File: src/rtl/virtio_mmio_regs_if.sv
// AXI4-Lite bus between the core and the virtio-mmio register block.
// The master drives addresses and write data; the slave answers with ready and response signals.
interface virtio_mmio_regs_if;
  logic [31:0] core_araddr;
  logic [2:0]  core_arprot;
  logic        core_arvalid;
  logic        core_arready;
  logic [31:0] core_rdata;
  logic [1:0]  core_rresp;
  logic        core_rvalid;
  logic        core_rready;
  logic [31:0] core_awaddr;
  logic [2:0]  core_awprot;
  logic        core_awvalid;
  logic        core_awready;
  logic [31:0] core_wdata;
  logic [3:0]  core_wstrb;
  logic        core_wvalid;
  logic        core_wready;
  logic [1:0]  core_bresp;
  logic        core_bvalid;
  logic        core_bready;

  modport slave (
    input  core_araddr, core_arprot, core_arvalid, core_rready,
    input  core_awaddr, core_awprot, core_awvalid, core_wdata, core_wstrb, core_wvalid, core_bready,
    output core_arready, core_rdata, core_rresp, core_rvalid,
    output core_awready, core_wready, core_bresp, core_bvalid
  );

  modport master (
    output core_araddr, core_arprot, core_arvalid, core_rready,
    output core_awaddr, core_awprot, core_awvalid, core_wdata, core_wstrb, core_wvalid, core_bready,
    input  core_arready, core_rdata, core_rresp, core_rvalid,
    input  core_awready, core_wready, core_bresp, core_bvalid
  );
endinterface

File: src/rtl/virtio_mmio_regs.sv
// virtio-mmio (v2) register front-end: an AXI4-Lite slave with per-queue configuration,
// notify and interrupt sideband towards the device backend, and a driver-initiated device reset.
module virtio_mmio_regs #(
  parameter int          NUM_QUEUES    = 1,
  parameter int          QUEUE_NUM_MAX = 8,
  parameter logic [31:0] DEVICE_ID     = 32'd2,
  parameter logic [31:0] VENDOR_ID     = 32'h554d4551,
  parameter logic [63:0] DEV_FEATURES  = 64'h0
) (
  input  logic                       clk,
  input  logic                       rstn,
  virtio_mmio_regs_if.slave          axi,
  output logic [NUM_QUEUES-1:0]      q_ready,
  output logic [16*NUM_QUEUES-1:0]   q_num,
  output logic [32*NUM_QUEUES-1:0]   q_desc,
  output logic [32*NUM_QUEUES-1:0]   q_avail,
  output logic [32*NUM_QUEUES-1:0]   q_used,
  output logic                       notify_valid,
  output logic [3:0]                 notify_queue,
  input  logic                       irq_used_set,
  input  logic                       irq_config_set,
  output logic                       dev_reset,
  output logic                       virtio_interrupt
);

  localparam logic [31:0] NQ_W  = 32'(NUM_QUEUES);
  localparam logic [31:0] QNM_W = 32'(QUEUE_NUM_MAX);

  typedef enum logic {R_IDLE, R_RESP} rd_state_t;
  typedef enum logic {W_IDLE, W_RESP} wr_state_t;

  rd_state_t rd_state_reg, rd_state_next;
  wr_state_t wr_state_reg, wr_state_next;

  logic [31:0] rdata_reg;
  logic [31:0] rd_val;
  logic        ar_fire;
  logic        aw_fire;

  logic [31:0]      dev_feat_sel_reg;
  logic [31:0]      drv_feat_sel_reg;
  logic [1:0][31:0] drv_features_reg;
  logic [31:0]      queue_sel_reg;
  logic [7:0]       status_reg;
  logic [1:0]       int_status_reg;

  logic [NUM_QUEUES-1:0][15:0] q_num_reg;
  logic [NUM_QUEUES-1:0]       q_ready_reg;
  logic [NUM_QUEUES-1:0][31:0] q_desc_reg;
  logic [NUM_QUEUES-1:0][31:0] q_avail_reg;
  logic [NUM_QUEUES-1:0][31:0] q_used_reg;

  logic [NUM_QUEUES-1:0] sel_hit;
  logic                  sel_valid;
  logic [15:0]           sel_num;
  logic                  sel_ready;
  logic [31:0]           sel_desc;
  logic [31:0]           sel_avail;
  logic [31:0]           sel_used;

  logic [8:0]  rd_off;
  logic [8:0]  wr_off;
  logic [31:0] wr_data;
  logic        wr_en;
  logic        status_clear;
  logic [1:0]  irq_ack;
  logic [1:0]  irq_set;
  logic        unused_ok;

  assign unused_ok = ^{axi.core_araddr[31:9], axi.core_awaddr[31:9], axi.core_arprot, axi.core_awprot};

  // ---------------- read channel ----------------
  always_ff @(posedge clk or negedge rstn) begin
    if (!rstn) rd_state_reg <= R_IDLE;
    else       rd_state_reg <= rd_state_next;
  end

  always_comb begin
    rd_state_next    = rd_state_reg;
    axi.core_arready = 1'b0;
    axi.core_rvalid  = 1'b0;
    case (rd_state_reg)
      R_IDLE: begin
        axi.core_arready = 1'b1;
        if (axi.core_arvalid) rd_state_next = R_RESP;
      end
      R_RESP: begin
        axi.core_rvalid = 1'b1;
        if (axi.core_rready) rd_state_next = R_IDLE;
      end
      default: rd_state_next = R_IDLE;
    endcase
  end

  assign ar_fire        = axi.core_arvalid && (rd_state_reg == R_IDLE);
  assign axi.core_rdata = rdata_reg;
  assign axi.core_rresp = 2'b00;

  always_ff @(posedge clk or negedge rstn) begin
    if (!rstn)        rdata_reg <= '0;
    else if (ar_fire) rdata_reg <= rd_val;
  end

  // ---------------- write channel ----------------
  always_ff @(posedge clk or negedge rstn) begin
    if (!rstn) wr_state_reg <= W_IDLE;
    else       wr_state_reg <= wr_state_next;
  end

  always_comb begin
    wr_state_next    = wr_state_reg;
    axi.core_awready = 1'b0;
    axi.core_wready  = 1'b0;
    axi.core_bvalid  = 1'b0;
    case (wr_state_reg)
      W_IDLE: begin
        axi.core_awready = 1'b1;
        axi.core_wready  = 1'b1;
        if (axi.core_awvalid && axi.core_wvalid) wr_state_next = W_RESP;
      end
      W_RESP: begin
        axi.core_bvalid = 1'b1;
        if (axi.core_bready) wr_state_next = W_IDLE;
      end
      default: wr_state_next = W_IDLE;
    endcase
  end

  assign aw_fire        = axi.core_awvalid && axi.core_wvalid && (wr_state_reg == W_IDLE);
  assign axi.core_bresp = 2'b00;

  // Partial-strobe writes are acknowledged but never touch register state.
  assign rd_off       = axi.core_araddr[8:0];
  assign wr_off       = axi.core_awaddr[8:0];
  assign wr_data      = axi.core_wdata;
  assign wr_en        = aw_fire && (axi.core_wstrb == 4'hf);
  assign status_clear = wr_en && (wr_off == 9'h070) && (wr_data[7:0] == 8'h00);
  assign irq_ack      = (wr_en && (wr_off == 9'h064)) ? wr_data[1:0] : 2'b00;
  assign irq_set      = {irq_config_set, irq_used_set};

  // ---------------- queue selection ----------------
  genvar gi;
  generate
    for (gi = 0; gi < NUM_QUEUES; gi++) begin : g_queue
      assign sel_hit[gi]            = (queue_sel_reg == 32'(gi));
      assign q_ready[gi]            = q_ready_reg[gi];
      assign q_num[gi*16 +: 16]     = q_num_reg[gi];
      assign q_desc[gi*32 +: 32]    = q_desc_reg[gi];
      assign q_avail[gi*32 +: 32]   = q_avail_reg[gi];
      assign q_used[gi*32 +: 32]    = q_used_reg[gi];
    end
  endgenerate

  assign sel_valid = |sel_hit;

  always_comb begin
    sel_num   = '0;
    sel_ready = 1'b0;
    sel_desc  = '0;
    sel_avail = '0;
    sel_used  = '0;
    for (int i = 0; i < NUM_QUEUES; i++) begin
      if (sel_hit[i]) begin
        sel_num   = q_num_reg[i];
        sel_ready = q_ready_reg[i];
        sel_desc  = q_desc_reg[i];
        sel_avail = q_avail_reg[i];
        sel_used  = q_used_reg[i];
      end
    end
  end

  // ---------------- read decode ----------------
  always_comb begin
    rd_val = '0;
    case (rd_off)
      9'h000: rd_val = 32'h74726976;
      9'h004: rd_val = 32'd2;
      9'h008: rd_val = DEVICE_ID;
      9'h00c: rd_val = VENDOR_ID;
      9'h010: begin
        if (dev_feat_sel_reg == 32'd0)      rd_val = DEV_FEATURES[31:0];
        else if (dev_feat_sel_reg == 32'd1) rd_val = DEV_FEATURES[63:32];
      end
      9'h020: begin
        if (drv_feat_sel_reg == 32'd0)      rd_val = drv_features_reg[0];
        else if (drv_feat_sel_reg == 32'd1) rd_val = drv_features_reg[1];
      end
      9'h030: rd_val = queue_sel_reg;
      9'h034: rd_val = sel_valid ? QNM_W : 32'd0;
      9'h038: rd_val = {16'h0, sel_num};
      9'h044: rd_val = {31'h0, sel_ready};
      9'h060: rd_val = {30'h0, int_status_reg};
      9'h070: rd_val = {24'h0, status_reg};
      9'h080: rd_val = sel_desc;
      9'h090: rd_val = sel_avail;
      9'h0a0: rd_val = sel_used;
      default: rd_val = '0;
    endcase
  end

  // ---------------- global registers ----------------
  always_ff @(posedge clk or negedge rstn) begin
    if (!rstn) begin
      dev_feat_sel_reg <= '0;
      drv_feat_sel_reg <= '0;
      drv_features_reg <= '0;
      queue_sel_reg    <= '0;
      status_reg       <= '0;
      int_status_reg   <= '0;
      virtio_interrupt <= 1'b0;
      notify_valid     <= 1'b0;
      notify_queue     <= '0;
      dev_reset        <= 1'b0;
    end else begin
      dev_reset        <= status_clear;
      notify_valid     <= 1'b0;
      virtio_interrupt <= |int_status_reg;
      // A device reset drops pending interrupts, but an event arriving that cycle still lands.
      if (status_clear) int_status_reg <= irq_set;
      else              int_status_reg <= (int_status_reg & ~irq_ack) | irq_set;

      if (status_clear) begin
        status_reg       <= '0;
        dev_feat_sel_reg <= '0;
        drv_feat_sel_reg <= '0;
        queue_sel_reg    <= '0;
      end else if (wr_en) begin
        case (wr_off)
          9'h014: dev_feat_sel_reg <= wr_data;
          9'h020: begin
            if (drv_feat_sel_reg == 32'd0)      drv_features_reg[0] <= wr_data;
            else if (drv_feat_sel_reg == 32'd1) drv_features_reg[1] <= wr_data;
          end
          9'h024: drv_feat_sel_reg <= wr_data;
          9'h030: queue_sel_reg    <= wr_data;
          9'h050: begin
            if (wr_data < NQ_W) begin
              notify_valid <= 1'b1;
              notify_queue <= wr_data[3:0];
            end
          end
          9'h070: status_reg <= wr_data[7:0];
          default: ;
        endcase
      end
    end
  end

  // ---------------- per-queue registers ----------------
  always_ff @(posedge clk or negedge rstn) begin
    if (!rstn) begin
      q_num_reg   <= '0;
      q_ready_reg <= '0;
      q_desc_reg  <= '0;
      q_avail_reg <= '0;
      q_used_reg  <= '0;
    end else begin
      for (int i = 0; i < NUM_QUEUES; i++) begin
        if (status_clear) begin
          q_num_reg[i]   <= '0;
          q_ready_reg[i] <= 1'b0;
          q_desc_reg[i]  <= '0;
          q_avail_reg[i] <= '0;
          q_used_reg[i]  <= '0;
        end else if (wr_en && sel_hit[i]) begin
          case (wr_off)
            9'h038: if (wr_data <= QNM_W) q_num_reg[i] <= wr_data[15:0];
            9'h044: q_ready_reg[i] <= wr_data[0];
            9'h080: q_desc_reg[i]  <= wr_data;
            9'h090: q_avail_reg[i] <= wr_data;
            9'h0a0: q_used_reg[i]  <= wr_data;
            default: ;
          endcase
        end
      end
    end
  end

endmodule
File: src/flat_wrapper.sv
// flat-port wrapper written by rule: the top's interface ports become plain ports
module virtio_mmio_regs_flat 
#(
  parameter int          NUM_QUEUES    = 1,
  parameter int          QUEUE_NUM_MAX = 8,
  parameter logic [31:0] DEVICE_ID     = 32'd2,
  parameter logic [31:0] VENDOR_ID     = 32'h554d4551,
  parameter logic [63:0] DEV_FEATURES  = 64'h0
)
  (clk, rstn, q_ready, q_num, q_desc, q_avail, q_used, notify_valid, notify_queue, irq_used_set, irq_config_set, dev_reset, virtio_interrupt, axi_core_araddr, axi_core_arprot, axi_core_arvalid, axi_core_rready, axi_core_awaddr, axi_core_awprot, axi_core_awvalid, axi_core_wdata, axi_core_wstrb, axi_core_wvalid, axi_core_bready, axi_core_arready, axi_core_rdata, axi_core_rresp, axi_core_rvalid, axi_core_awready, axi_core_wready, axi_core_bresp, axi_core_bvalid);
  virtio_mmio_regs_if axi_i ();
  input  logic clk;
  input  logic rstn;
  output logic [NUM_QUEUES-1:0] q_ready;
  output logic [16*NUM_QUEUES-1:0] q_num;
  output logic [32*NUM_QUEUES-1:0] q_desc;
  output logic [32*NUM_QUEUES-1:0] q_avail;
  output logic [32*NUM_QUEUES-1:0] q_used;
  output logic notify_valid;
  output logic [3:0] notify_queue;
  input  logic irq_used_set;
  input  logic irq_config_set;
  output logic dev_reset;
  output logic virtio_interrupt;
  input wire logic [$bits(axi_i.core_araddr)-1:0] axi_core_araddr;
  input wire logic [$bits(axi_i.core_arprot)-1:0] axi_core_arprot;
  input wire logic [$bits(axi_i.core_arvalid)-1:0] axi_core_arvalid;
  input wire logic [$bits(axi_i.core_rready)-1:0] axi_core_rready;
  input wire logic [$bits(axi_i.core_awaddr)-1:0] axi_core_awaddr;
  input wire logic [$bits(axi_i.core_awprot)-1:0] axi_core_awprot;
  input wire logic [$bits(axi_i.core_awvalid)-1:0] axi_core_awvalid;
  input wire logic [$bits(axi_i.core_wdata)-1:0] axi_core_wdata;
  input wire logic [$bits(axi_i.core_wstrb)-1:0] axi_core_wstrb;
  input wire logic [$bits(axi_i.core_wvalid)-1:0] axi_core_wvalid;
  input wire logic [$bits(axi_i.core_bready)-1:0] axi_core_bready;
  output wire logic [$bits(axi_i.core_arready)-1:0] axi_core_arready;
  output wire logic [$bits(axi_i.core_rdata)-1:0] axi_core_rdata;
  output wire logic [$bits(axi_i.core_rresp)-1:0] axi_core_rresp;
  output wire logic [$bits(axi_i.core_rvalid)-1:0] axi_core_rvalid;
  output wire logic [$bits(axi_i.core_awready)-1:0] axi_core_awready;
  output wire logic [$bits(axi_i.core_wready)-1:0] axi_core_wready;
  output wire logic [$bits(axi_i.core_bresp)-1:0] axi_core_bresp;
  output wire logic [$bits(axi_i.core_bvalid)-1:0] axi_core_bvalid;
  assign axi_i.core_araddr = axi_core_araddr;
  assign axi_i.core_arprot = axi_core_arprot;
  assign axi_i.core_arvalid = axi_core_arvalid;
  assign axi_i.core_rready = axi_core_rready;
  assign axi_i.core_awaddr = axi_core_awaddr;
  assign axi_i.core_awprot = axi_core_awprot;
  assign axi_i.core_awvalid = axi_core_awvalid;
  assign axi_i.core_wdata = axi_core_wdata;
  assign axi_i.core_wstrb = axi_core_wstrb;
  assign axi_i.core_wvalid = axi_core_wvalid;
  assign axi_i.core_bready = axi_core_bready;
  assign axi_core_arready = axi_i.core_arready;
  assign axi_core_rdata = axi_i.core_rdata;
  assign axi_core_rresp = axi_i.core_rresp;
  assign axi_core_rvalid = axi_i.core_rvalid;
  assign axi_core_awready = axi_i.core_awready;
  assign axi_core_wready = axi_i.core_wready;
  assign axi_core_bresp = axi_i.core_bresp;
  assign axi_core_bvalid = axi_i.core_bvalid;
  virtio_mmio_regs #(.NUM_QUEUES(NUM_QUEUES), .QUEUE_NUM_MAX(QUEUE_NUM_MAX), .DEVICE_ID(DEVICE_ID), .VENDOR_ID(VENDOR_ID), .DEV_FEATURES(DEV_FEATURES)) u_core (.clk(clk), .rstn(rstn), .axi(axi_i), .q_ready(q_ready), .q_num(q_num), .q_desc(q_desc), .q_avail(q_avail), .q_used(q_used), .notify_valid(notify_valid), .notify_queue(notify_queue), .irq_used_set(irq_used_set), .irq_config_set(irq_config_set), .dev_reset(dev_reset), .virtio_interrupt(virtio_interrupt));
endmodule
File: config.mk
export PLATFORM = sky130hd
export DESIGN_NAME = virtio_mmio_regs_flat
export DESIGN_NICKNAME = d
export VERILOG_FILES = /design/src/rtl/virtio_mmio_regs_if.sv /design/src/rtl/virtio_mmio_regs.sv /design/src/flat_wrapper.sv
export SDC_FILE = /design/constraint.sdc
export NUM_CORES = 1
export LEC_CHECK = 0
export ABC_AREA = 0
export CAP_MARGIN = 20
export CORE_MARGIN = 4
export CORE_UTILIZATION = 45
export CTS_BUF_LIST = sky130_fd_sc_hd__clkbuf_4 sky130_fd_sc_hd__clkbuf_8 sky130_fd_sc_hd__clkbuf_16
export CTS_CLUSTER_DIAMETER = 40
export DETAILED_ROUTE_END_ITERATION = 16
export PLACE_DENSITY = 0.7
export REMOVE_ABC_BUFFERS = 1
export SETUP_SLACK_MARGIN = 0.1
export SLEW_MARGIN = 40
export SYNTH_ARGS = -nofsm -noshare
export SYNTH_HDL_FRONTEND = slang
export SYNTH_SLANG_ARGS = --single-unit
export TNS_END_PERCENT = 5
File: constraint.sdc
create_clock -name clk -period 5.25 [get_ports clk]
set_input_delay 0.525 -clock clk [delete_from_list [all_inputs] [get_ports clk]]
set_output_delay 0.525 -clock clk [all_outputs]
set_load 0.02 [all_outputs]
==> out/results.env, run 1 <==
LARGEST_REGISTER_FFS=64
REG2REG_DEPTH=6
CRITICAL_PATH.ENDPOINT_TYPE='register'
ANTENNA_FOUND_INITIAL=0
DESIGN.DIE.AREA_SQ_UM=34300
FINAL_CORE_UTILIZATION_PCT=59.4
WORST_SETUP_PATH_STARTPOINT='u_core.queue_sel_reg[12]$_DFFE_PN0P_'
TIMING.CLOCK.SKEW_NS=0.0180
PROPORTION_OF_POWER_DRAWN_BY_COMBINATIONAL_GATES_PCT=6.2
N_ANTENNA_CELL=0
POST_SYNTH_INSTANCE_AREA_SQ_UM=14100
CRITPATHLAUNCHTYPE='register'
SETUP_SLACK_ON_THE_WORST_FLOP_TO_FLOP_PATH_NS=1.82
FINAL_MIN_PERIOD_OVER_CLOCK_PERIOD_PCT=65.3
CP_CELL_SEQUENCE='nor4_1, nand4_1, nor4_4, buf_4, mux2i_1, nor2_1'
ANTENNA_NETS_POST_ROUTE=0
FMAX_GHz=0.292
CP.REQUIRED_NS=5.65
ROUTE.MET3.WL_UM=2680
SHARE_OF_SYNTHESIZED_REGISTERS_CARRYING_AN_ASYNC_SET_OR_RESET_PCT=100
CLOCK_TREE.ROOT_CELL='clkbuf_16'
DETAIL_ROUTE.DRC_VIOLATIONS=0
TOP_SIGNAL_LAYER_USED='met4'
HOLDCRITPATHCLASS='register to register'
TIMING.HOLD.WORST.START='u_core.notify_queue[3]$_DFFE_PN0P_'
WORST-PATH-MAX-FANOUT=19
CP_SLOWEST_STAGE_DELAY_NS=0.80
CTS_TREE='built'
RR_ENDPOINT='u_core.q_desc[30]$_DFFE_PN0P_'
GRT_MAX_DEGREE=125
POWER_PER_CELL_AREA_nW_PER_UM2=314
YS_WARN_COUNT=0
CP_NUM_BUF_INV=1
SYNTH_EDF_COUNT=0
CLOCK_TRANSITION_AT_PATH_REGS_NS=0.05
CTS.HTREE.LEVELS=2
GRT_SETUP_UNREPAIRED='false'
NETSWITCHINGPOWER_W=0.00138
I_O_PIN_COUNT=276
POST_ROUTE_CELLS_DRIVE_ABOVE_1_SHARE_PCT=20.4
DIEWIDTH_UM=185
CORE_AREA_SQ_UM=30800
FLOORPLAN.INITIALDENSITY_PCT=45.9
TOTALWIRELENGTH_UM=42800
SETUP_VIOLATIONS=0
POSTSYNTHAREAPERCELL_SQ_UM=11.3
NNETSFINAL=1570
GRT_UTIL_ALL_LAYERS_PCT=24.8
LAYOUT-AREA-OVERHEAD-VS-SYNTH_PCT=29.6
YOSYSSEQAREASHARE_PCT=51.7
FP-ROW-COUNT=64
GRT_PASS1_VIAS=11500
PEAK_VDD_IR_mV=0.217
ROUTE.LAYER.MET1.WL_UM=19100
DRT_FIRST_PASS_ITERS=7
R2R-START='u_core.queue_sel_reg[12]$_DFFE_PN0P_'
POWER.SHARE.CLOCK_PCT=54.2
DOMINANTREGCELLSYNTH='dfrtp_1'
P_SW_SHARE_PCT=24.0
TIMING_HOLD_VIOLATIONS_FINAL=0
CRITPATHSLOWESTCELL='nor4_4'
DETAIL_ROUTE.ITER0.VIOLATIONS=754
MET2ROUTEDLENGTH_UM=20200
SYNTH_SEQ_CELLS=292
WORSTPATHARRIVAL_NS=3.83
VIAS_PER_CELL=5.82
NETLIST-CELL-TYPE-COUNT=59
GRT_FIRST_PASS_WIRELENGTH_UM=66900
RUN_STATUS='completed'
CTSLONGESTPATHBUFFERS=3
P_INT_W=0.00438
GRT.OVERFLOW.TOTAL=0
GP_CONGESTION=0.901
CTSRESIZECOUNT=0
DIE_HEIGHT_UM=185
N_FILL_CELL=2555
SLEW-LIMIT-HEADROOM_PCT=44.1
SLEW_VIOLATIONS=0
WORST_HOLD_PATH.NUM_CELLS=1
POST_SYNTH_INST_COUNT=1250
TNS_NS=0
WHS_ENDPOINT='u_core.notify_queue[3]$_DFFE_PN0P_'
CTS_INSERTED_BUFFERS=45
CTS.SINKS=292
CLASSIFICATION_OF_THE_WORST_SETUP_PATH='register to register'
PLACE_HPWL_UM=28600
HOLD_BUFFERS=1
CTS_SETUP_BUFFERS=0
POWER.SEQUENTIAL.FRACTION_PCT=39.6
FIN_TOTAL_PWR_W=0.00576
ROUTED-VIA-COUNT=11000
PORT_BUFFERS=219
TIMING_WORST_SLEW_PIN_VALUE_NS=0.838
NUMBER_OF_MAXIMUM_CAPACITANCE_VIOLATIONS=0
FINAL_PERIOD_MINUS_WORST_SETUP_SLACK_NS=3.43
CLK-INSERTION-DELAY-LATE_NS=0.53
LEAKAGEPOWER_nW=8.19
CRITICAL_PATH.TOP_DELAY_FAMILY='simple AND/OR/NAND/NOR gates'
WL_PER_CELL_UM=22.6
## logic make-up (layout without fill, tap and decap cells)
| group | Yosys count | count (layout) | share of synthesized area, % |
|---|---|---|---|
| flip-flops | 292 | 292 | 51.7 |
| buffers and inverters | 114 | 353 | 3.85 |
| multiplexers | 264 | 264 | 20.7 |
| AND/OR/NAND/NOR | 373 | 373 | 13.6 |
| AO/OA/AOI/OAI | 206 | 206 | 10.1 |
| other | 1 | 4 | 0.0265 |
## power groups by stage
stage                     Sequential (W)  Combinational [W]  Clock (W)
after global routing             0.00228           0.000388    0.00327
after global placement           0.00232           0.000351          0
after CTS                        0.00228           0.000361    0.00316
after detailed placement         0.00232           0.000358          0
after floorplan                  0.00234          0.0000948          0
final                            0.00228           0.000358    0.00312
## through the flow
stage | area, sq um | setup slack [ns] | instances | hold WS [ns]
floorplan | 13700 | 0.776 | 1157 | 0.229
global placement | 16600 | 1.76 | 1799 | 0.460
detailed placement | 16700 | 1.76 | 1801 | 0.470
CTS | 18300 | 1.88 | 1886 | 0.487
global route | 18300 | 1.74 | 1888 | 0.496
finish | 18300 | 1.82 | 1888 | 0.486
## layer usage
| metal | track usage [%] | vias up |
|---|---|---|
| li1 | - | 4952 |
| met4 | 5.61 | 0 |
| met3 | 4.73 | 56 |
| met1 | 34.6 | 5606 |
| met5 | 0 | - |
| met2 | 40.4 | 367 |
## cells in the final DEF, fill, tap and decap left out, types with 11 or more instances in the layout
| master | synthesis | final |
|---|---|---|
| o21ai_0 | 35 | 35 |
| nor4_1 | 25 | 25 |
| a21oi_1 | 49 | 49 |
| nand2_1 | 73 | 73 |
| inv_1 | 18 | 18 |
| mux2_4 | 24 | 24 |
| and2_1 | 43 | 43 |
| clkdlybuf4s50_1 | 0 | 216 |
| a22oi_1 | 14 | 14 |
| a32oi_1 | 11 | 11 |
| a22o_1 | 32 | 32 |
| a31oi_1 | 17 | 16 |
| buf_4 | 14 | 27 |
| mux2i_1 | 107 | 107 |
| dfrtp_1 | 292 | 292 |
| nand3_1 | 38 | 38 |
| nor3_1 | 12 | 11 |
| o2bb2ai_1 | 15 | 15 |
| mux2_2 | 133 | 133 |
| nor2_1 | 120 | 119 |
| nand4_1 | 18 | 18 |
| clkbuf_16 | 0 | 47 |
## how the worst max path moves through the flow
stage | slack (ns) | end | cells past startpoint
4_1_cts | 1.88 | u_core.q_desc[30]$_DFFE_PN0P_ | 6
5_1_grt | 1.74 | u_core.q_desc[24]$_DFFE_PN0P_ | 6
3_5_place_dp | 1.76 | u_core.drv_features_reg[8]$_DFFE_PN0P_ | 6
2_1_floorplan | 0.78 | u_core.q_used[10]$_DFFE_PN0P_ | 5
6_report | 1.82 | u_core.q_desc[30]$_DFFE_PN0P_ | 6
3_3_place_gp | 1.76 | u_core.drv_features_reg[9]$_DFFE_PN0P_ | 6
## layout make-up
class | instances | area, sq um | area share, %
flip-flops and latches | 292 | 7310 | 39.9
multi-input cells | 847 | 6370 | 34.8
repair buffers | 251 | 2480 | 13.5
clock buffers | 55 | 1250 | 6.85
well taps | 396 | 495 | 2.70
clock inverters | 29 | 342 | 1.86
inverters | 18 | 67.6 | 0.369
## cell usage after synthesis, drive strengths merged (2+ instances only)
cell type    n  area share (%)
clkbuf      59             1.6
nor2b        9            0.40
buf         37             1.8
nand2       73             1.9
o2bb2ai     15            0.93
a22o        32             2.0
or2          6            0.27
mux2       157              13
o221ai       4            0.25
a2bb2o       4            0.28
dfrtp      292              52
and2        44             2.0
a22oi       14            0.74
nor2       121             3.2
mux2i      107             7.6
o31ai        9            0.48
nor4        31             1.8
o21ai       35             1.2
inv         18            0.48
nand4       18            0.80
a41oi        2            0.12
and4         2            0.12
nand3       38             1.3
a21oi       50             1.8
or4          4            0.27
a31oi       17            0.75
a32oi       11            0.68
nor3        14            0.61
a31o         2            0.12
a221oi       4            0.25
and3         3            0.13
and4b        2            0.14
a221o        2            0.14
a311oi       2            0.12
Power figures use the tool's default switching activity.
==> run 2, diff against run 1 <==
Settings changed: PLACE_DENSITY 0.7 to 0.73.
Clock period 5.25 ns to 3 ns, I/O delays scaled along.
==> run 2 against run 1 <==
Fmax up 37%. Critical endpoint is now u_core.q_desc[31]$_DFFE_PN0P_. Largest cell class unchanged. Highest routed layer unchanged. Combinational power up 85%. Largest power group unchanged. Design area up 1.1%. Critical path type unchanged.
==> out/results.env, run 2 (same netlist as run 1, synthesis figures left out) <==
CORE_AREA_SQ_UM=30800  # unchanged
TIMING.CLOCK.SKEW_NS=0.0154  # -0.00258 ns
GRT.OVERFLOW.TOTAL=0  # unchanged
POWER_PER_CELL_AREA_nW_PER_UM2=505  # +61%
GRT_FIRST_PASS_WIRELENGTH_UM=68800  # +3.0%
CTS.SINKS=292  # unchanged
DETAIL_ROUTE.DRC_VIOLATIONS=0  # unchanged
FP-ROW-COUNT=64  # unchanged
ANTENNA_FOUND_INITIAL=0  # unchanged
WL_PER_CELL_UM=22.9  # +1.1%
POST-ROUTE-WORST-SETUP-SLACK_NS=0.497  # -1.33 ns
LAYOUT-AREA-OVERHEAD-VS-SYNTH_PCT=31.0
ROUTED-VIA-COUNT=11300  # +3.3%
PORT_BUFFERS=219  # unchanged
CTSRESIZECOUNT=0  # unchanged
CTS_INSERTED_BUFFERS=41  # -8.9%
POST_ROUTE_CELLS_DRIVE_ABOVE_1_SHARE_PCT=22.5  # +2.1 points
LAYOUT_COMMONEST_CELL='dfrtp_1'
FINAL_PERIOD_MINUS_WORST_SETUP_SLACK_NS=2.50  # -0.924 ns
DESIGN.DIE.AREA_SQ_UM=34300  # unchanged
CTS_TREE='built'
NUMBER_OF_MAXIMUM_CAPACITANCE_VIOLATIONS=0  # unchanged
MULTI_INPUT_COMB_AREA_SQ_UM=6340  # -0.47%
VIAS_PER_CELL=5.88  # +1.0%
N_ANTENNA_CELL=0  # unchanged
CRITICAL_PATH.ENDPOINT_TYPE='register'
TIMING_WORST_SLEW_PIN_VALUE_NS=0.882  # +0.0445 ns
RUN_STATUS='completed'
LARGEST_REGISTER_FFS=64  # unchanged
CTS_SETUP_BUFFERS=0  # unchanged
DIEWIDTH_UM=185  # unchanged
HOLDCRITPATHCLASS='primary input to async pin'
GRT_SETUP_UNREPAIRED='false'
CLASSIFICATION_OF_THE_WORST_SETUP_PATH='register to register'
SETUP_VIOLATIONS=0  # unchanged
GP_CONGESTION=0.947  # +5.1%
WORST-PATH-MAX-FANOUT=20  # +1
N_FILL_CELL=2530  # -0.98%
GRT_PASS1_VIAS=11700  # +1.7%
SLEW-LIMIT-HEADROOM_PCT=40.9  # -3.2 points
DETAIL_ROUTE.ITER0.VIOLATIONS=791  # +4.9%
PEAK_VDD_IR_mV=0.303  # +40%
DIE_HEIGHT_UM=185  # unchanged
HOLD_BUFFERS=1  # unchanged
GRT_MAX_DEGREE=78  # -38%
GRT_UTIL_ALL_LAYERS_PCT=25.6  # +0.80 points
DRT_FIRST_PASS_ITERS=5  # -2
PRE_CTS_WS_NS=0.205  # -1.55 ns
FINAL_CELL_MIX='dfrtp_1, clkdlybuf4s50_1, mux2_2, nor2_1, mux2i_1'
TOTALWIRELENGTH_UM=44200  # +3.4%
PLACE_HPWL_UM=30500  # +6.6%
FLOORPLAN.INITIALDENSITY_PCT=45.9  # unchanged
CLOCK_TRANSITION_AT_PATH_REGS_NS=0.06  # about the same
TIMING_HOLD_VIOLATIONS_FINAL=0  # unchanged
CP.REQUIRED_NS=3.40  # -2.25 ns
CLOCK_TREE.ROOT_CELL='clkbuf_16'
CRITPATHLAUNCHTYPE='register'
REGISTER_AREA_SQ_UM=7310  # about the same
FMAX_GHz=0.400  # +37%
I_O_PIN_COUNT=276  # unchanged
ANTENNA_NETS_POST_ROUTE=0  # unchanged
NNETSFINAL=1618  # +3.1%
FINAL_MIN_PERIOD_OVER_CLOCK_PERIOD_PCT=83.4  # +18 points
LEAKAGEPOWER_nW=8.34  # +1.8%
CTSLONGESTPATHBUFFERS=3  # unchanged
SLEW_VIOLATIONS=0  # unchanged
WORSTPATHARRIVAL_NS=2.91  # -0.92 ns
CLK-INSERTION-DELAY-LATE_NS=0.53  # about the same
CTS.HTREE.LEVELS=2  # unchanged
TNS_NS=0  # unchanged
FINAL_CORE_UTILIZATION_PCT=60.1  # +0.65 points
## run 2: changes by cell type in the layout (fill, tap and decap cells not counted), moves of 2 or more
cell	change
inv_6	+5
clkbuf_16	-6
buf_12	+10
inv_8	-4
bufinv_16	-4
clkinvlp_4	-2
buf_4	+44
## run 2: cell type report
cell class / count / share of cell area [%]
Inverter: 18 / 0.365
Multi-Input combinational cell: 847 / 34.2
Clock buffer: 51 / 6.08
Timing Repair Buffer: 303 / 16.0
Clock inverter: 24 / 1.15
Sequential cell: 292 / 39.5
Tap cell: 396 / 2.67
## run 2: through the flow
stage | instance area, sq um | total power (W) | hold WS [ns] | std cells
after floorplan | 13700 | 0.00426 | 0.00441 | 1157
after global placement | 17200 | 0.00472 | 0.299 | 1855
after detailed placement | 17200 | 0.00472 | 0.298 | 1855
after CTS | 18500 | 0.00943 | 0.342 | 1931
after global routing | 18500 | 0.00968 | 0.357 | 1931
final | 18500 | 0.00936 | 0.329 | 1931
## run 2: worst paths after layout
kind	from	to	slack, ns	cells past startpoint
max in group asynchronous	rstn	u_core.q_avail[11]$_DFFE_PN0P_	1.84	3
min	rstn	u_core.q_desc[25]$_DFFE_PN0P_	0.33	2
max reg2reg	u_core.queue_sel_reg[12]$_DFFE_PN0P_	u_core.q_desc[31]$_DFFE_PN0P_	0.50	7
max	u_core.queue_sel_reg[12]$_DFFE_PN0P_	u_core.q_desc[31]$_DFFE_PN0P_	0.50	7
min in group clk	axi_core_bready	u_core.wr_state_reg$_DFF_PN0_	0.36	2
min reg2reg	u_core.status_reg[1]$_DFFE_PN0P_	u_core.status_reg[1]$_DFFE_PN0P_	0.48	2
## run 2: power breakdown
part	internal, W	total, W	switching [W]
Sequential	0.00397	0.00399	0.0000222
Combinational	0.000245	0.000662	0.000417
Clock	0.00281	0.00470	0.00189
## run 2: worst max-delay path: stages, from the launching register on
cell and delay, ns:
dfrtp_1 0.40, nor4_1 0.57, nand4_1 0.18, buf_4 0.22, nor4_4 0.44, buf_12 0.25
mux2i_1 0.22, nor2_1 0.06
## run 2: routing by layer
layer	up-vias	track usage [%]	wire (um)
li1	5061	-	-
met5	-	0	0
met4	0	7.49	1180
met1	5750	35.7	19300
met2	451	40.4	20500
met3	86	5.56	3260
==> run 3, diff against run 2 <==
Clock period 3 ns to 2.2 ns, I/O delays scaled along.
==> run 3 against run 2 <==
The flow now finishes with violations (negative setup slack). Via count increased by 5.6%. Hold slack got worse by 0.11 ns. Core utilization increased by 5.4 points. Power increased by 50%. Clock-buffer cell count decreased by 1. Critical path depth increased by 1. Clock skew increased by 0.0073 ns. Sequential share of layout area decreased by 3.2 points. Die area unchanged.
==> out/results.env, run 3 (same netlist as run 1, synthesis figures left out) <==
POST_LAYOUT_NONFILLER_INSTANCES=2047  # +6.0%
HOLD-WORST-SLACK_NS=0.219  # -0.110 ns
LAYOUT-AREA-OVERHEAD-VS-SYNTH_PCT=42.7
DIE_HEIGHT_UM=185  # unchanged
N_ANTENNA_CELL=0  # unchanged
FLOORPLAN.INITIALDENSITY_PCT=45.9  # unchanged
NNETSFINAL=1733  # +7.1%
CTS_TREE='built'
GRT_UTIL_ALL_LAYERS_PCT=27.9  # +2.3 points
CRITICAL_PATH.ENDPOINT_TYPE='register'
POST-PLACE-CELLS=1956  # +5.4%
ANTENNA_NETS_POST_ROUTE=0  # unchanged
WORSTPATHARRIVAL_NS=2.68  # -0.23 ns
DETAIL_ROUTE.DRC_VIOLATIONS=0  # unchanged
GRT.OVERFLOW.TOTAL=0  # unchanged
I_O_PIN_COUNT=276  # unchanged
LARGEST_REGISTER_FFS=64  # unchanged
FP-ROW-COUNT=64  # unchanged
DIEWIDTH_UM=185  # unchanged
LAYOUT_COMMONEST_CELL='dfrtp_1'
GRT_PASS1_VIAS=12700  # +8.1%
ANTENNA_FOUND_INITIAL=0  # unchanged
LEAKAGEPOWER_nW=9.16  # +9.8%
ROUTED-VIA-COUNT=12000  # +5.6%
POWER_PER_CELL_AREA_nW_PER_UM2=694  # +37%
CTS_INSERTED_BUFFERS=43  # +4.9%
SETUP_VIOLATIONS=93  # +93
N_FILL_CELL=2272  # -10%
DETAIL_ROUTE.ITER0.VIOLATIONS=945  # +19%
WORST-PATH-MAX-FANOUT=5  # -75%
CRITPATHLAUNCHTYPE='register'
TIMING_WORST_SLEW_PIN_VALUE_NS=0.779  # -0.103 ns
CTSLONGESTPATHBUFFERS=3  # unchanged
CTS.SINKS=292  # unchanged
CTS.HTREE.LEVELS=2  # unchanged
GRT_SETUP_UNREPAIRED='true'
REGISTER_AREA_SQ_UM=7310  # about the same
RUN_STATUS='complete, but fails checks'
TIMING.CLOCK.SKEW_NS=0.0228  # +0.00734 ns
GRT_FIRST_PASS_WIRELENGTH_UM=74500  # +8.2%
GRT_MAX_DEGREE=84  # +7.7%
PORT_BUFFERS=219  # unchanged
DESIGN.DIE.AREA_SQ_UM=34300  # unchanged
CLOCK_TRANSITION_AT_PATH_REGS_NS=0.06  # about the same
CLASSIFICATION_OF_THE_WORST_SETUP_PATH='register to register'
POST_ROUTE_CELLS_DRIVE_ABOVE_1_SHARE_PCT=30.4  # +7.9 points
CORE_AREA_SQ_UM=30800  # unchanged
NUMBER_OF_MAXIMUM_CAPACITANCE_VIOLATIONS=0  # unchanged
FMAX_GHz=0.439  # +10%
POST-ROUTE-WORST-SETUP-SLACK_NS=-0.0757  # -0.573 ns
FINAL_CELL_MIX='dfrtp_1, clkdlybuf4s50_1, buf_4, nor2_1, mux2_2'
DRT_FIRST_PASS_ITERS=7  # +2
WL_PER_CELL_UM=23.7  # +3.5%
FINAL_MIN_PERIOD_OVER_CLOCK_PERIOD_PCT=103  # +20 points
REG2REG_DEPTH=8  # +1
CLOCK_TREE.ROOT_CELL='clkbuf_16'
TOTALWIRELENGTH_UM=48500  # +9.7%
PLACE_HPWL_UM=32900  # +7.8%
GP_CONGESTION=0.940  # -0.77%
SLEW-LIMIT-HEADROOM_PCT=47.8  # +6.9 points
FIN_TOTAL_PWR_W=0.0140  # +50%
VIAS_PER_CELL=5.86  # -0.35%
FINAL_PERIOD_MINUS_WORST_SETUP_SLACK_NS=2.28  # -0.227 ns
PEAK_VDD_IR_mV=0.451  # +49%
SLEW_VIOLATIONS=0  # unchanged
MULTI_INPUT_COMB_AREA_SQ_UM=6670  # +5.1%
CLK-INSERTION-DELAY-LATE_NS=0.54  # about the same
FAILING_CHECKS='negative setup slack'
HOLDCRITPATHCLASS='primary input to async pin'
CP.REQUIRED_NS=2.60  # -0.80 ns
TIMING_HOLD_VIOLATIONS_FINAL=0  # unchanged
run 3: changes by cell type in the layout (fill, tap and decap cells not counted), sizes merged:
cell,change
clkbuf,-1
buf,+113
clkinv,-3
bufinv,+7
inv,-4
clkinvlp,+4
run 3: worst max-delay path: stages (launching register included):
cell and delay, ns:
dfrtp_1 0.38, nor4_2 0.33, nand2_1 0.15, nor4_4 0.35, buf_4 0.17, nand4_1 0.13
buf_6 0.18, buf_12 0.14, mux2_4 0.30
run 3: stage by stage:
stage                     cell area, sq um  setup WS (ns)  TNS [ns]  util (%)
after global placement               18000         -0.375    -64.09      58.4
final                                20200        -0.0757     -3.51      65.5
after detailed placement             18000         -0.396    -73.47      58.4
after global routing                 20200         -0.140    -10.45      65.5
after floorplan                      13700          -2.27   -313.46         -
after CTS                            20100        -0.0470     -1.13      65.1
run 3: metal layers:
layer  wire [um]  vias to the layer above  GRT usage (%)
li1            -                     5271              -
met1       20400                     6063           37.9
met2       22900                      550           44.9
met3        3860                      103           5.62
met4        1450                        0           9.51
met5           0                        -              0
run 3: worst paths after layout:
kind	end	slack, ns	start
worst max register to register	u_core.drv_features_reg[51]$_DFFE_PN0P_	-0.08	u_core.drv_feat_sel_reg[4]$_DFFE_PN0P_
min in group clk	u_core.wr_state_reg$_DFF_PN0_	0.28	axi_core_bready
worst min register to register	u_core.notify_queue[1]$_DFFE_PN0P_	0.49	u_core.notify_queue[1]$_DFFE_PN0P_
max in group asynchronous	u_core.dev_reset$_DFF_PN0_	1.14	rstn
worst max-delay path	u_core.drv_features_reg[51]$_DFFE_PN0P_	-0.08	u_core.drv_feat_sel_reg[4]$_DFFE_PN0P_
worst min-delay path	u_core.q_avail[22]$_DFFE_PN0P_	0.22	rstn
run 3: what timing repair did:
action / in CTS / in global routing
hold endpoints to repair: 50 / 0
setup buffers: 8 / 1
resized for setup: 79 / 20
endpoints found under the setup margin: 251 / 274
hold buffers: 1 / 0
pin swaps: 55 / 65
gates cloned: 3 / 0
run 3: where the power goes:
group / leakage [nW] / switching [W] / internal [W] / total (W)
sequential: 3.99 / 0.0000303 / 0.00541 / 0.00545
combinational: 4.39 / 0.000608 / 0.000409 / 0.00102
clock: 0.777 / 0.00267 / 0.00488 / 0.00755
total: 9.16 / 0.00331 / 0.0107 / 0.0140
run 3: layout make-up:
cell class / count / share of cell area, %
multi-input cells: 847 / 33.0
repair buffers: 416 / 20.0
clock buffers: 50 / 5.89
flip-flops and latches: 292 / 36.2
well taps: 396 / 2.46
clock inverters: 28 / 2.03
inverters: 18 / 0.335
